<file path="config.mk">
export PLATFORM = sky130hd
export DESIGN_NAME = instr_fetch
export DESIGN_NICKNAME = d
export VERILOG_FILES = /design/src/rtl/fetch_pkg.sv /design/src/rtl/instr_fetch_sync_fifo.sv /design/src/rtl/instr_fetch.sv
export SDC_FILE = /design/constraint.sdc
export NUM_CORES = 1
export LEC_CHECK = 0
export BUFFER_PORTS_ARGS = -buffer_cell sky130_fd_sc_hd__buf_2
export CORE_AREA = 2 2 134 136
export DETAILED_ROUTE_END_ITERATION = 6
export DIE_AREA = 0 0 136 138
export PLACE_DENSITY = 0.77
export SYNTH_ARGS = -nofsm -noshare
export SYNTH_HDL_FRONTEND = slang
export SYNTH_HIERARCHICAL = 1
export SYNTH_SLANG_ARGS = --single-unit
</file>
<file path="constraint.sdc">
create_clock -name clk -period 8.63 [get_ports clk]
set_input_delay 0.863 -clock clk [delete_from_list [all_inputs] [get_ports clk]]
set_output_delay 0.863 -clock clk [all_outputs]
set_load 0.01 [all_outputs]
</file>
<file path="src/rtl/fetch_pkg.sv">
// Shared types and constants for the instruction fetch stage.
// Optional misaligned-PC faulting is enabled by INSTR_FETCH_MISALIGN_CHECK_EN.
package fetch_pkg;

  localparam int WIDTH_DEF = 32;

  localparam logic [31:0] NOP_INSTR = 32'h0000_0013;

  typedef enum logic {
    RUN   = 1'b0,
    DRAIN = 1'b1
  } fetch_state_e;

endpackage

</file>
<file path="src/rtl/instr_fetch_sync_fifo.sv">
// Small synchronous FIFO with flush; head output reads zero when empty.
// Pointers wrap modulo DEPTH, which must be a power of two.
module sync_fifo #(
  parameter int W     = 32,
  parameter int DEPTH = 2
) (
  input  logic                   clk,
  input  logic                   rst,
  input  logic                   push,
  input  logic [W-1:0]           din,
  input  logic                   pop,
  input  logic                   flush,
  output logic [W-1:0]           dout,
  output logic [$clog2(DEPTH):0] count
);

  localparam int AW = $clog2(DEPTH);
  localparam int CW = AW + 1;

  logic [W-1:0]  mem_q [DEPTH];
  logic [AW-1:0] wr_q;
  logic [AW-1:0] rd_q;
  logic [CW-1:0] cnt_q;
  logic          empty;
  logic          full;
  logic          do_push;
  logic          do_pop;

  assign empty   = (cnt_q == '0);
  assign full    = (cnt_q == CW'(DEPTH));
  assign do_pop  = pop && !empty;
  assign do_push = push && (!full || do_pop);

  always_ff @(posedge clk) begin
    if (rst || flush) begin
      wr_q  <= '0;
      rd_q  <= '0;
      cnt_q <= '0;
    end else begin
      if (do_push) wr_q <= wr_q + AW'(1);
      if (do_pop)  rd_q <= rd_q + AW'(1);
      cnt_q <= cnt_q + CW'(do_push) - CW'(do_pop);
    end
  end

  always_ff @(posedge clk) begin
    if (!rst && !flush && do_push) mem_q[wr_q] <= din;
  end

  assign dout  = empty ? '0 : mem_q[rd_q];
  assign count = cnt_q;

endmodule

</file>
<file path="src/rtl/instr_fetch.sv">
// Fetch stage: PC handshake in, imem req/gnt/rvalid, {pc,instr} FIFO out.
// Define INSTR_FETCH_MISALIGN_CHECK_EN to fault misaligned PCs via if_fault.
module instr_fetch
  import fetch_pkg::*;
#(
  parameter int WIDTH      = WIDTH_DEF,
  parameter int FIFO_DEPTH = 2
) (
  input  logic             clk,
  input  logic             rst,
  input  logic [WIDTH-1:0] pc_in,
  input  logic             pc_valid,
  output logic             pc_ready,
  input  logic             flush,
  output logic             imem_req,
  output logic [WIDTH-1:0] imem_addr,
  input  logic             imem_gnt,
  input  logic             imem_rvalid,
  input  logic [WIDTH-1:0] imem_rdata,
  output logic             if_valid,
  input  logic             if_ready,
  output logic [WIDTH-1:0] if_pc,
`ifdef INSTR_FETCH_MISALIGN_CHECK_EN
  output logic             if_fault,
`endif
  output logic [WIDTH-1:0] if_instr
);

  localparam int CW = $clog2(FIFO_DEPTH) + 1;
`ifdef INSTR_FETCH_MISALIGN_CHECK_EN
  localparam int DW = 2 * WIDTH + 1;
`else
  localparam int DW = 2 * WIDTH;
`endif

  fetch_state_e     state_q;
  fetch_state_e     state_d;
  logic [CW-1:0]    outstanding_q;
  logic [CW-1:0]    outstanding_d;
  logic [CW-1:0]    drop_cnt_q;
  logic [CW-1:0]    drop_cnt_d;
  logic [CW-1:0]    data_cnt;
  logic [CW-1:0]    tag_cnt;
  logic [CW:0]      credit;
  logic             can_issue;
  logic             misal;
  logic             xfer;
  logic             rsp_take;
  logic             data_push;
  logic             data_pop;
  logic [WIDTH-1:0] tag_pc;
  logic [DW-1:0]    data_din;
  logic [DW-1:0]    data_dout;

`ifdef INSTR_FETCH_MISALIGN_CHECK_EN
  logic             mis_acc;
  logic             mis_pend_q;
  logic [WIDTH-1:0] mis_pc_q;

  // A pending fault entry holds a FIFO slot until it is pushed.
  assign misal   = (pc_in[1:0] != 2'b00);
  assign credit  = {1'b0, outstanding_q} + {1'b0, data_cnt}
                 + (CW+1)'(mis_pend_q);
  assign mis_acc = pc_valid && can_issue && misal
                && (outstanding_q == '0)
                && (data_cnt != CW'(FIFO_DEPTH));

  always_ff @(posedge clk) begin
    if (rst) begin
      mis_pend_q <= 1'b0;
      mis_pc_q   <= '0;
    end else begin
      mis_pend_q <= mis_acc;
      if (mis_acc) mis_pc_q <= pc_in;
    end
  end

  assign pc_ready  = xfer || mis_acc;
  assign data_push = rsp_take || mis_pend_q;
  assign data_din  = rsp_take ? {1'b0, tag_pc, imem_rdata}
                              : {1'b1, mis_pc_q, WIDTH'(NOP_INSTR)};
  assign if_fault  = data_dout[DW-1];
`else
  assign misal     = 1'b0;
  assign credit    = {1'b0, outstanding_q} + {1'b0, data_cnt};
  assign pc_ready  = xfer;
  assign data_push = rsp_take;
  assign data_din  = {tag_pc, imem_rdata};
`endif

  assign can_issue = !rst && (state_q == RUN) && !flush
                  && (credit < (CW+1)'(FIFO_DEPTH));
  assign imem_req  = pc_valid && can_issue && !misal;
  assign imem_addr = imem_req ? {pc_in[WIDTH-1:2], 2'b00} : '0;
  assign xfer      = imem_req && imem_gnt;

  assign rsp_take  = imem_rvalid && (state_q == RUN) && !flush
                  && (tag_cnt != '0);
  assign data_pop  = if_valid && if_ready && !flush;

  // Every response retires one in-flight request, stale or not.
  assign outstanding_d = outstanding_q + CW'(xfer)
                       - CW'(imem_rvalid && (outstanding_q != '0));

  always_comb begin
    state_d    = state_q;
    drop_cnt_d = drop_cnt_q;
    priority case (1'b1)
      flush: begin
        drop_cnt_d = outstanding_q - CW'(imem_rvalid);
        state_d    = (drop_cnt_d != '0) ? DRAIN : RUN;
      end
      (state_q == DRAIN) && imem_rvalid: begin
        drop_cnt_d = drop_cnt_q - CW'(1);
        if (drop_cnt_d == '0) state_d = RUN;
      end
      default: ;
    endcase
  end

  always_ff @(posedge clk) begin
    if (rst) begin
      state_q       <= RUN;
      outstanding_q <= '0;
      drop_cnt_q    <= '0;
    end else begin
      state_q       <= state_d;
      outstanding_q <= outstanding_d;
      drop_cnt_q    <= drop_cnt_d;
    end
  end

  sync_fifo #(
    .W     (WIDTH),
    .DEPTH (FIFO_DEPTH)
  ) u_tag_q (
    .clk   (clk),
    .rst   (rst),
    .push  (xfer),
    .din   (pc_in),
    .pop   (rsp_take),
    .flush (flush),
    .dout  (tag_pc),
    .count (tag_cnt)
  );

  sync_fifo #(
    .W     (DW),
    .DEPTH (FIFO_DEPTH)
  ) u_data_q (
    .clk   (clk),
    .rst   (rst),
    .push  (data_push),
    .din   (data_din),
    .pop   (data_pop),
    .flush (flush),
    .dout  (data_dout),
    .count (data_cnt)
  );

  assign if_valid = (data_cnt != '0);
  assign if_pc    = data_dout[2*WIDTH-1:WIDTH];
  assign if_instr = data_dout[WIDTH-1:0];

endmodule

</file>
# Word level (Yosys, flattened, before mapping)
# Memory sizes are Yosys's and may differ from the RTL's. A register that Yosys moved wholly into a read port is not among the register bits.
# Index checks and enable logic that the tools add are counted.
# totals
register_bits,13
inputBits,71
mem_count,2
ramBits,192
output_inout_bits,99
word_cells,83
# op_classes
addsub,13
n_eq_ne,2
mux,17
order_cmp,1
n_reduce_logical,38
bitwise_logic,1
# mem_list
name,depth,width,read_ports,rd_clocked_by_memory_dff,wr,line,source
u_data_q.mem_q,2,64,1,1,1,instr_fetch_sync_fifo.sv:20,logic [W-1:0] mem_q [DEPTH];
u_tag_q.mem_q,2,32,1,1,1,instr_fetch_sync_fifo.sv:20,
# op_table
op,count
2-to-1 mux 32 bit,2
2-to-1 mux 64 bit,1
logical AND 1 bit,19
2-to-1 mux 1 bit,12
nonzero test 2 bit,6
subtractor 2 x 1 -> 2 bit,4
adder 2 x 1 -> 2 bit,3
logical NOT 1 bit,6
logical NOT 2 bit,3
adder 1 bit (second input constant),4
equality test 2 bit (second input constant),2
2-to-1 mux 2 bit,2
adder 2 x 2 -> 3 bit,1
logical OR 1 bit,3
< comparator 3 x 2 -> 1 bit (second input constant),1
AND reduction 2 bit,1
subtractor 2 x 1 -> 2 bit (second input constant),1
inverter 1 bit,1

# Depth between registers and ports, before layout
# Gate-level depths: netlist of the first run.
# logic_depth
ltp_word,10
depth_mapped,11
mapped_depth_nobuf,11

# Modules after synthesis
# Netlist of the first run, hierarchy kept.
# by_module_without_submodules
mod,seq_area_each_um2,cells_each,area_per_inst_um2,instances
sync_fifo (u_data_q),3943.8,295,5074.9,1
sync_fifo (u_tag_q),2021.9,161,2666.3,1
instr_fetch,100.1,74,610.6,1

# Worst setup path after synthesis of the first run
# OpenSTA, ideal clock, no wires.
# synth_timing
kind,input port to flip-flop
from,in flush
to,"mem u_data_q/mem_q[1][0] in the netlist's numbering, enable pin"
path_slack_ns,-0.623
n_path_buf,1
required_ns,7.965
cell_stages,4
setup_time_ns,0.665
arrival_time_ns,8.588
cell_sequence,buf_6 nor4b_1 o31ai_4 nor4b_1
# synth_via
elab_cells_between_ends,11
cone_classes,2 x mux; 9 x reduce/logical
# synth_rtl
element,line,source
"start, declared",instr_fetch.sv:14,"input logic flush,"
logical NOT 1 bit,instr_fetch.sv:97,assign rsp_take = imem_rvalid && (state_q == RUN) && !flush
logical AND 1 bit,instr_fetch.sv:97,
logical AND 1 bit,instr_fetch.sv:98,&& (tag_cnt != '0);
net data_push,instr_fetch.sv:49,logic data_push;
logical AND 1 bit,instr_fetch_sync_fifo.sv:32,assign do_push = push && (!full || do_pop);
logical AND 1 bit,instr_fetch_sync_fifo.sv:47,if (!rst && !flush && do_push) mem_q[wr_q] <= din;
2-to-1 mux 1 bit,instr_fetch_sync_fifo.sv:47,
2-to-1 mux 1 bit (not written as such),instr_fetch_sync_fifo.sv:47,
"end, declared",instr_fetch_sync_fifo.sv:20,
# The timed path passes the listed nets, and every way through them passes these cells.

# Final worst setup path of the first run
# layout_timing
from,"reg u_data_q.cnt_q[0], in the netlist u_data_q/count[0]"
to,out pc_ready
# layout_via
elab_chain_len,5
# layout_lines
element,line,source
"start, declared",instr_fetch_sync_fifo.sv:23,logic [CW-1:0] cnt_q;
"start signal, assigned",instr_fetch_sync_fifo.sv:42,cnt_q <= cnt_q + CW'(do_push) - CW'(do_pop);
adder 2 x 2 -> 3 bit,instr_fetch.sv:85,"assign credit = {1'b0, outstanding_q} + {1'b0, data_cnt};"
< comparator 3 x 2 -> 1 bit,instr_fetch.sv:92,&& (credit < (CW+1)'(FIFO_DEPTH));
logical AND 1 bit,instr_fetch.sv:92,
logical AND 1 bit,instr_fetch.sv:93,assign imem_req = pc_valid && can_issue && !misal;
logical AND 1 bit,instr_fetch.sv:95,assign xfer = imem_req && imem_gnt;
"end, declared",instr_fetch.sv:13,"output logic pc_ready,"
# No other way between the ends.

==> results of run 1 <==
==> registers in the layout, indices dropped and copies added (netlist names), named ones only <==
name and count:
u_tag_q/rd_q 1, u_tag_q/wr_q 1, outstanding_q 2, u_data_q/count 2, u_data_q/rd_q 1, u_data_q/mem_q 128
u_data_q/wr_q 1, u_tag_q/count 2, u_tag_q/mem_q 64, drop_cnt_q 2, state_q 1
==> Yosys cell counts, drive strengths merged, types with 2 or more instances <==
cell / instances / area share
edfxtp: 192 / 0.69
nor2: 104 / 0.047
mux2i: 98 / 0.12
and2: 34 / 0.025
buf: 26 / 0.025
dfxtp: 15 / 0.036
inv: 9 / 0.0040
ha: 8 / 0.012
nor3: 7 / 0.0055
xnor2: 7 / 0.0073
nand2: 4 / 0.0018
nor4b: 3 / 0.0031
xor2: 3 / 0.0031
a211oi: 2 / 0.0018
a21oi: 2 / 0.0012
o21a: 2 / 0.0018
o21ai: 2 / 0.0012
o31ai: 2 / 0.0051
or3: 2 / 0.0015
==> critical path, stage by stage, from the launching register on <==
cell	delay [ns]
dfxtp_1	0.50
and2_1	0.20
fa_1	0.46
nor3_4	0.89
and2_1	0.34
buf_2	0.17
==> per-layer routing <==
layer / up-vias / GRT usage / wire (um)
li1: 2249 / - / -
met1: 2192 / 0.186 / 5880
met2: 171 / 0.275 / 7580
met3: 23 / 0.0326 / 1060
met4: 2 / 0.0406 / 313
met5: - / 0 / 7
==> kinds of logic (layout without fill, tap and decap cells) <==
family,count (synthesis),after routing
AO/OA/AOI/OAI,11,11
XOR/XNOR,10,10
AND/OR/NAND/NOR,159,159
multiplexers,98,98
flip-flops,207,207
adder cells (fa/ha/maj),9,9
other,1,2
buffers and inverters,35,215
==> final cells by class <==
type	instances	area, sq um
clock buffer	25	541
timing repair buffer	171	866
sequential	207	6070
fill	1390	7590
multi-input combinational	289	2090
tap	229	287
inverter	9	33.8
clock inverter	10	48.8
==> worst max-delay path by stage <==
stage	start	endpoint	slack, ns	cells past startpoint
after global placement	flush	u_tag_q/mem_q[0][30]	4.59	6
final	u_data_q/count[0]	pc_ready	4.73	5
after CTS	u_data_q/count[0]	pc_ready	4.64	5
after detailed placement	flush	u_tag_q/mem_q[0][3]	4.40	6
after floorplan	flush	u_tag_q/mem_q[1][0]	2.58	6
after global routing	u_data_q/count[0]	pc_ready	4.49	5
==> power by group through the flow <==
stage	registers (mW)	logic, mW	clock network [mW]
finish	1.11	0.0858	0.776
floorplan	1.13	0.0472	0
global route	1.11	0.0961	0.839
global placement	1.13	0.0803	0
CTS	1.11	0.0871	0.796
detailed placement	1.13	0.0865	0
==> metrics by stage <==
stage | hold slack, ns | util | power (mW) | setup slack (ns)
6_report | 0.480 | 0.567 | 1.97 | 4.73
5_1_grt | 0.519 | 0.567 | 2.04 | 4.49
4_1_cts | 0.481 | 0.567 | 1.99 | 4.64
3_5_place_dp | 0.474 | 0.533 | 1.21 | 4.40
3_3_place_gp | 0.459 | 0.533 | 1.21 | 4.59
2_1_floorplan | 0.442 | - | 1.17 | 2.58
==> flow_metrics.tcl, run 1 <==
set metrics [dict create \
    portBuffers 167 \
    arrival_ns 3.03 \
    r2r_slack_ns 4.92 \
    cp.required_ns 7.77 \
    cp-start-kind "flop" \
    fin_tns_setup_ns 0 \
    leakagePower_nw 3.69 \
    fin_crit_sh 0.452 \
    core_sq_mm 0.0175 \
    num_rows 49 \
    max_freq_mhz 257 \
    worstSetupPathType "reg -> out" \
    status "finished, final reports clean" \
    die_x_um 136 \
    postSynthCellCount 530 \
    post-place-cells 905 \
    powerDensity_mw_per_mm2 198 \
    routabilityCongestion 0.770 \
    skew_ns 0.0195 \
    syn_area_sq_mm 0.00835 \
    cts_hold_buf 0 \
    maxCapViolCount 0 \
    switching_share 0.197 \
    die_y_um 138 \
    cts_buffers 21 \
    timing.rr.end "u_tag_q/mem_q[0][14]" \
    tightest_slew_ns 1.12 \
    drt-total-wl_um 14800 \
    grt_max_degree 65 \
    min_period_ns 3.90 \
    ys_types 31 \
    dp_hpwl_um 9470 \
    cts_setup_buffers 0 \
    r2r_cells 6 \
    num_io_pins 170 \
    synth_xor_area_frac 0.0105 \
    clock_path_buffers 3 \
    synth-seq-area-share 0.726 \
    placed_area_sq_mm 0.00935 \
    setup_violations 0 \
    final_nets 779 \
    dr.pass1.iters 4 \
    avgRoutedWirePerCell_um 15.8 \
    start_util 0.476 \
    layout_commonest_cell "edfxtp_1" \
    reg2reg_from "u_data_q/count[0]" \
    path_max_fanout 32 \
    htree_levels 1 \
    cts_resized 0 \
    grt_setup_unrepaired "false" \
    grt_pass1_vias 4550 \
    drive_gt1_frac 0.294 \
    num_antenna_cells 0 \
    synthSimpleGateAreaFrac 0.0894 \
    clk_latency_ns 0.49 \
    hold_viol_final 0 \
    fin_cells 940 \
    cts_root_buf "clkbuf_16" \
    numClockSinks 207 \
    worstHoldPathType "reg -> reg" \
    min_delay_path_depth 2 \
    tritoncts "done" \
    switching_power_mw 0.388 \
    clkPwrFrac 0.394 \
    power_frac_seq 0.562 \
    slew_headroom 0.250 \
    antenna_found_initial 1 \
    synthAdderAreaFrac 0.0144 \
    synth_edf_count 192 \
    drc 0 \
    p_comb_frac 0.044 \
    slew_violations 0 \
    final_cell_area_sq_mm 0.00994 \
    clkTransAtPathRegs_ns 0.06 \
    ys_ff_latch 207 \
    vdd_drop_max_mv 0.128 \
    area_growth_pct 19.0 \
    whs_endpoint "u_data_q/wr_q" \
    overflow 0 \
    synth_top_flop_cell "edfxtp_1" \
    syn_area_per_cell_sq_um 15.8 \
    async_flop_share 0 \
    vias_per_cell 4.93 \
    ant_nets 0 \
    layout_common_cells "192 x edfxtp_1, 167 x buf_2, 100 x nor2_1" \
    drt_iter0_markers 225 \
    power.internal_mw 1.58 \
    worstSetupEndpointType "output port" \
    num_vias 4637 \
    die-area_sq_mm 0.0188 \
    synth_top_family_by_area "multiplexers" \
    min_from "u_data_q/wr_q" \
    synth_warnings 6 \
    synth_compound_area_frac 0.0121 \
    synth_mux_area_frac 0.117 \
    grt_use_total 0.153 \
    grt_pass1_wl_um 22500 \
]
Power figures use the tool's default switching activity.
==> run 2: changes to the inputs <==
--- a/config.mk
+++ b/config.mk
@@ -5,11 +5,12 @@
 export SDC_FILE = /design/constraint.sdc
 export NUM_CORES = 1
 export LEC_CHECK = 0
+export ABC_AREA = 1
 export BUFFER_PORTS_ARGS = -buffer_cell sky130_fd_sc_hd__buf_2
-export CORE_AREA = 2 2 134 136
+export CORE_AREA = 2 2 135 137
 export DETAILED_ROUTE_END_ITERATION = 6
-export DIE_AREA = 0 0 136 138
-export PLACE_DENSITY = 0.77
+export DIE_AREA = 0 0 137 139
+export PLACE_DENSITY = 0.78
 export SYNTH_ARGS = -nofsm -noshare
 export SYNTH_HDL_FRONTEND = slang
 export SYNTH_HIERARCHICAL = 1
==> constraint.sdc (replaced) <==
create_clock -name clk -period 3.44 [get_ports clk]
set_input_delay 0.344 -clock clk [delete_from_list [all_inputs] [get_ports clk]]
set_output_delay 0.344 -clock clk [all_outputs]
set_load 0.01 [all_outputs]
==> run 2 against run 1 <==
  * Total power grew to 2.6 times the previous value
  * Sequential power up 150%
  * Global-route usage rose by 2.1 points
  * Clock-buffer cell count is 3 higher
  * Sequential share of layout area is 1.9 points lower
  * Largest power group unchanged
==> flow_metrics.tcl, run 2 <==
set metrics [dict create \
    status "finished, final reports clean" \
    synth_top_family_by_area "simple AND/OR/NAND/NOR gates" \
    dr.pass1.iters 5 \
    yosysTopAreaCellShare 0.665 \
    hold_viol_final 0 \
    syn_area_per_cell_sq_um 11.8 \
    clkTransAtPathRegs_ns 0.06 \
    grt_max_degree 65 \
    die-area_sq_mm 0.0190 \
    grt_use_total 0.174 \
    cts_hold_buf 0 \
    layout_commonest_cell "nand2_1" \
    fin_crit_sh 0.774 \
    clk_latency_ns 0.47 \
    slew_violations 0 \
    ys_ff_latch 207 \
    postSynthCellCount 736 \
    arrival_ns 2.32 \
    async_flop_share 0 \
    avgRoutedWirePerCell_um 14.5 \
    portBuffers 167 \
    cp_slowest_cell "dfxtp_1" \
    num_vias 5507 \
    layout_common_cells "226 x nand2_1, 192 x edfxtp_1, 167 x buf_2" \
    synth_xor_area_frac 0 \
    synth-seq-area-share 0.700 \
    antenna_found_initial 1 \
    synth_warnings 6 \
    synth_area_leaders "edfxtp_1 67%, nand2_1 9.8%, a21oi_1 4.3%" \
    max_freq_mhz 375 \
    grt_pass1_wl_um 26300 \
    tritoncts "done" \
    maxCapViolCount 0 \
    synthAdderAreaFrac 0.0139 \
    drive_gt1_frac 0.296 \
    num_rows 49 \
    skew_ns 0.00619 \
    cts_root_buf "clkbuf_16" \
    tightest_slew_ns 0.820 \
    synth_edf_count 192 \
    worstSetupEndpointType "output port" \
    min_period_ns 2.66 \
    fin_tns_setup_ns 0 \
    num_io_pins 170 \
    die_x_um 137 \
    largest_reg_flops 128 \
    ys_types 21 \
    synthSimpleGateAreaFrac 0.146 \
    grt_setup_unrepaired "false" \
    grtUsageMet2 0.301 \
    start_util 0.491 \
    area_growth_pct 18.2 \
    worstHoldPathType "in -> reg" \
    die_y_um 139 \
    drt-total-wl_um 16600 \
    routabilityCongestion 0.750 \
    clock_path_buffers 3 \
    syn_area_sq_mm 0.00867 \
    ant_nets 0 \
    cp.required_ns 3.10 \
    top_register "u_data_q/mem_q" \
    grt-busiest-layer "met2" \
    synth_compound_area_frac 0.0702 \
    dp_hpwl_um 10400 \
    final_nets 984 \
    cts_setup_buffers 0 \
    grtUsageMet1 0.227 \
    synth_common_cells "226 x nand2_1, 192 x edfxtp_1, 75 x inv_1, 74 x a21oi_1, 35 x nor2_1" \
    path_max_fanout 31 \
    cp-start-kind "flop" \
    drt_iter0_markers 370 \
    synth_top_flop_cell "edfxtp_1" \
    synth_mux_area_frac 0 \
    cts_buffers 21 \
    leakagePower_nw 4.31 \
    top_regs "u_data_q/mem_q x128, u_tag_q/mem_q x64" \
    vdd_drop_max_mv 0.370 \
    worstSetupPathType "reg -> out" \
    cts_resized 0 \
    powerDensity_mw_per_mm2 495 \
    setup_violations 0 \
    post-place-cells 1110 \
    met3_usage 0.0318 \
    path_cells "nand2_1 > inv_1 > fa_1 > nor2_1 > nand4_4 > buf_4 > nor2_2 > buf_2" \
    grt_pass1_vias 5348 \
    critPathMaxStageDelay_ns 0.44 \
    slew_headroom 0.453 \
    yosys.area.top_type "edfxtp_1" \
    fin_cells 1148 \
    vias_per_cell 4.80 \
    numClockSinks 207 \
    core_sq_mm 0.0177 \
    overflow 0 \
    synth_most_common_cell "nand2_1" \
    htree_levels 1 \
    drc 0 \
]
-- run 2: cell count changes after synthesis, sizes merged, moves of 7 or more --
cell   delta
a21oi    +98
and2     -34
buf       +9
inv      +67
mux2i    -98
nand2   +222
nand3    +10
nor2     -37
nor3      -7
xnor2     -7
-- run 2: critical path, delay by kind of cell, from the launching register on --
family                   cells  cell delay (ns)
adder cells (fa/ha/maj)      1             0.41
AND/OR/NAND/NOR              4             0.48
buffers and inverters        3             0.50
flip-flops                   1             0.44
-- run 2: cell families (layout without fill, tap and decap cells) --
logic type,Yosys count,in the layout
buffers and inverters,112,293
flip-flops,207,207
AND/OR/NAND/NOR,305,305
adder cells (fa/ha/maj),9,9
other,1,3
AO/OA/AOI/OAI,102,102
-- run 2: final timing paths --
kind                                   startpoint                    to  slack (ns)  cells after the start
worst max-delay path            u_data_q/count[0]          imem_addr[5]        0.78                      8
worst min-delay path                imem_rdata[6]  u_data_q/mem_q[0][6]        0.06                      1
worst max register to register  u_data_q/count[0]      u_tag_q/count[1]        0.82                     14
worst min register to register      u_data_q/rd_q         u_data_q/rd_q        0.50                      2
-- run 2: power by group --
group	switching, mW	internal, mW
Clock	0.857	1.20
Sequential	0.0149	2.76
Combinational	0.147	0.0957
Total	1.02	4.05
-- run 2: area by class of cell --
| type | count | area [sq um] |
|---|---|---|
| Fill cell | 1480 | 7410 |
| Sequential cell | 207 | 6070 |
| Multi-Input combinational cell | 418 | 2020 |
| Timing Repair Buffer | 179 | 951 |
| Clock buffer | 28 | 552 |
| Inverter | 77 | 294 |
| Tap cell | 229 | 287 |
| Clock inverter | 9 | 71.3 |
| Antenna cell | 1 | 2.50 |
-- run 2: layer usage --
layer / up-vias / share of wire
met3: 21 / 0.064
met5: - / 0.00096
met4: 2 / 0.013
met1: 2545 / 0.42
met2: 161 / 0.50
li1: 2778 / -
-- run 2: stage by stage --
step / power (mW) / hold WS (ns) / setup slack (ns) / area, sq um / utilization
after floorplan: 2.97 / 0.415 / 0.0181 / 8670 / -
after global placement: 3.06 / 0.483 / 0.918 / 9620 / 0.545
final: 5.07 / 0.0553 / 0.776 / 10200 / 0.580
after detailed placement: 3.07 / 0.493 / 0.824 / 9620 / 0.545
after CTS: 5.14 / 0.0359 / 0.727 / 10200 / 0.580
after global routing: 5.28 / 0.0276 / 0.596 / 10200 / 0.580
==> run 3: changes to the inputs <==
--- a/config.mk
+++ b/config.mk
@@ -5,12 +5,12 @@
 export SDC_FILE = /design/constraint.sdc
 export NUM_CORES = 1
 export LEC_CHECK = 0
-export ABC_AREA = 1
+export ABC_AREA = 0
 export BUFFER_PORTS_ARGS = -buffer_cell sky130_fd_sc_hd__buf_2
-export CORE_AREA = 2 2 135 137
+export CORE_AREA = 2 2 127 129
 export DETAILED_ROUTE_END_ITERATION = 6
-export DIE_AREA = 0 0 137 139
-export PLACE_DENSITY = 0.78
+export DIE_AREA = 0 0 129 131
+export PLACE_DENSITY = 0.82
 export SYNTH_ARGS = -nofsm -noshare
 export SYNTH_HDL_FRONTEND = slang
 export SYNTH_HIERARCHICAL = 1
==> constraint.sdc (replaced) <==
create_clock -name clk -period 2.55 [get_ports clk]
set_input_delay 0.255 -clock clk [delete_from_list [all_inputs] [get_ports clk]]
set_output_delay 0.255 -clock clk [all_outputs]
set_load 0.01 [all_outputs]
==> run 3 against run 2 <==
  * Utilization rose by 11 points
  * Sequential cell count is the same
  * Clock skew up 0.0015 ns
  * Clock power is 35% higher
  * Final area increased by 5.4%
  * Register-to-register slack lost 0.71 ns
  * Combinational power rose by 56%
  * First-iteration DRC count decreased by 6.2%
  * Critical endpoint is now u_tag_q/count[1]
  * Largest power group unchanged
==> flow_metrics.tcl, run 3 (synthesis results as in run 1) <==
set metrics [dict create \
    cts_buffers 21 \
    hold_ws_ns 0.0322 \
    slew_violations 0 \
    worstSetupPathType "reg -> reg" \
    clkTransAtPathRegs_ns 0.06 \
    worstHoldPathType "in -> reg" \
    grt_setup_unrepaired "true" \
    switching_share 0.195 \
    drt-total-wl_um 17100 \
    hold_viol_final 0 \
    drt_iter0_markers 347 \
    status "finished, final reports clean" \
    setup_violations 0 \
    layout_commonest_cell "edfxtp_1" \
    num_rows 46 \
    antenna_found_initial 0 \
    switching_power_mw 1.35 \
    power.internal_mw 5.55 \
    cp.required_ns 2.90 \
    num_vias 5071 \
    pre_cts_slack_ns 0.0397 \
    clock_path_buffers 3 \
    portBuffers 167 \
    start_util 0.535 \
    skew_ns 0.00769 \
    layout_common_cells "192 x edfxtp_1, 167 x buf_2, 99 x nor2_1" \
    power_frac_seq 0.542 \
    tightest_slew_ns 0.805 \
    powerDensity_mw_per_mm2 639 \
    tritoncts "done" \
    clkPwrFrac 0.403 \
    critPathMaxStageDelay_ns 0.48 \
    ant_nets 0 \
    min_from "pc_in[19]" \
    numClockSinks 207 \
    largest_reg_flops 128 \
    overflow 0 \
    reg2reg_from "u_data_q/count[0]" \
    cp_top_family "adder cells" \
    path_max_fanout 4 \
    slew_headroom 0.462 \
    top_regs "u_data_q/mem_q x128, u_tag_q/mem_q x64" \
    grt_use_total 0.202 \
    routabilityCongestion 0.783 \
    clk_latency_ns 0.47 \
    grt_pass1_wl_um 26400 \
    setup_slack_ns 0.107 \
    cp-start-kind "flop" \
    min_period_ns 2.44 \
    dp_hpwl_um 10500 \
    power.total_mw 6.90 \
    fin_crit_sh 0.958 \
    num_io_pins 170 \
    cp_slowest_cell "fa_1" \
    area_growth_pct 29.3 \
    drc 0 \
    die_y_um 131 \
    critPathBufInv 1 \
    worstSetupEndpointType "flop" \
    path_cells "and2_1 > fa_1 > nor3_4 > and2_4 > o31ai_4 > ha_1 > inv_1 > ha_1 > xnor2_2 > xnor2_1 > nor3_1" \
    core_sq_mm 0.0156 \
    arrival_ns 2.79 \
    avgRoutedWirePerCell_um 17.0 \
    htree_levels 1 \
    maxCapViolCount 0 \
    cts_root_buf "clkbuf_16" \
    final_nets 855 \
    num_antenna_cells 0 \
    die_x_um 129 \
    vias_per_cell 5.05 \
    max_freq_mhz 409 \
    grt_pass1_vias 5290 \
    vdd_drop_max_mv 0.512 \
    dr.pass1.iters 4 \
    crit_path_frequent_cell "ha_1" \
    critPathLaunch "u_data_q/count[0]" \
    die-area_sq_mm 0.0169 \
    leakagePower_nw 4.08 \
    grt_max_degree 65 \
    p_comb_frac 0.055 \
    top_register "u_data_q/mem_q" \
    drive_gt1_frac 0.295 \
]
==> run 3: cell count changes in the layout (fill, tap and decap cells not counted), sizes merged, moves of 4 or more <==
cell	change
a21oi	-98
and2	+34
buf	+5
clkbuf	+4
dlygate4sd3	+63
inv	-67
mux2i	+98
nand2	-222
nand3	-10
nor2	+37
nor3	+7
xnor2	+7
==> run 3: cell type report <==
class,count,area [sq um]
sequential,207,6080
fill,1011,4800
multi-input combinational,289,2130
timing repair buffer,247,1660
clock buffer,32,607
tap,216,270
inverter,9,33.8
clock inverter,5,25.0
==> run 3: layer usage <==
metal	wire [um]	track usage
met5	0	0
met3	999	0.0342
met1	6990	0.247
met2	8700	0.367
met4	404	0.0639
==> run 3: power by group through the flow <==
stage | clock network, mW | logic [mW] | registers, mW
CTS | 2.85 | 0.379 | 3.74
floorplan | 0 | 0.164 | 3.81
detailed placement | 0 | 0.302 | 3.81
finish | 2.78 | 0.380 | 3.74
global placement | 0 | 0.290 | 3.81
global route | 2.98 | 0.422 | 3.74
==> run 3: final timing paths <==
path         slack (ns)  cells after the start                    to
min reg2reg        0.48                      2         u_data_q/wr_q
min                0.03                      1  u_tag_q/mem_q[1][19]
max reg2reg        0.11                     11      u_tag_q/count[1]
max                0.11                     11      u_tag_q/count[1]
==> run 3: metrics by stage <==
stage | cell area, sq um | setup TNS, ns | utilization | instances
after floorplan | 8420 | -119.84 | - | 531
after global placement | 9520 | 0 | 0.610 | 904
after detailed placement | 9520 | 0 | 0.610 | 904
after CTS | 10800 | 0 | 0.691 | 1004
after global routing | 10800 | -0.0204 | 0.693 | 1005
final | 10800 | 0 | 0.693 | 1005
==> run 3: what timing repair did <==
| item | 4_1_cts | 5_1_grt |
|---|---|---|
| hold endpoints to repair | 125 | 0 |
| buffers inserted | 0 | 1 |
| endpoints found under the setup margin | 0 | 31 |
| resized for setup | 0 | 3 |
| hold buffers | 63 | 0 |
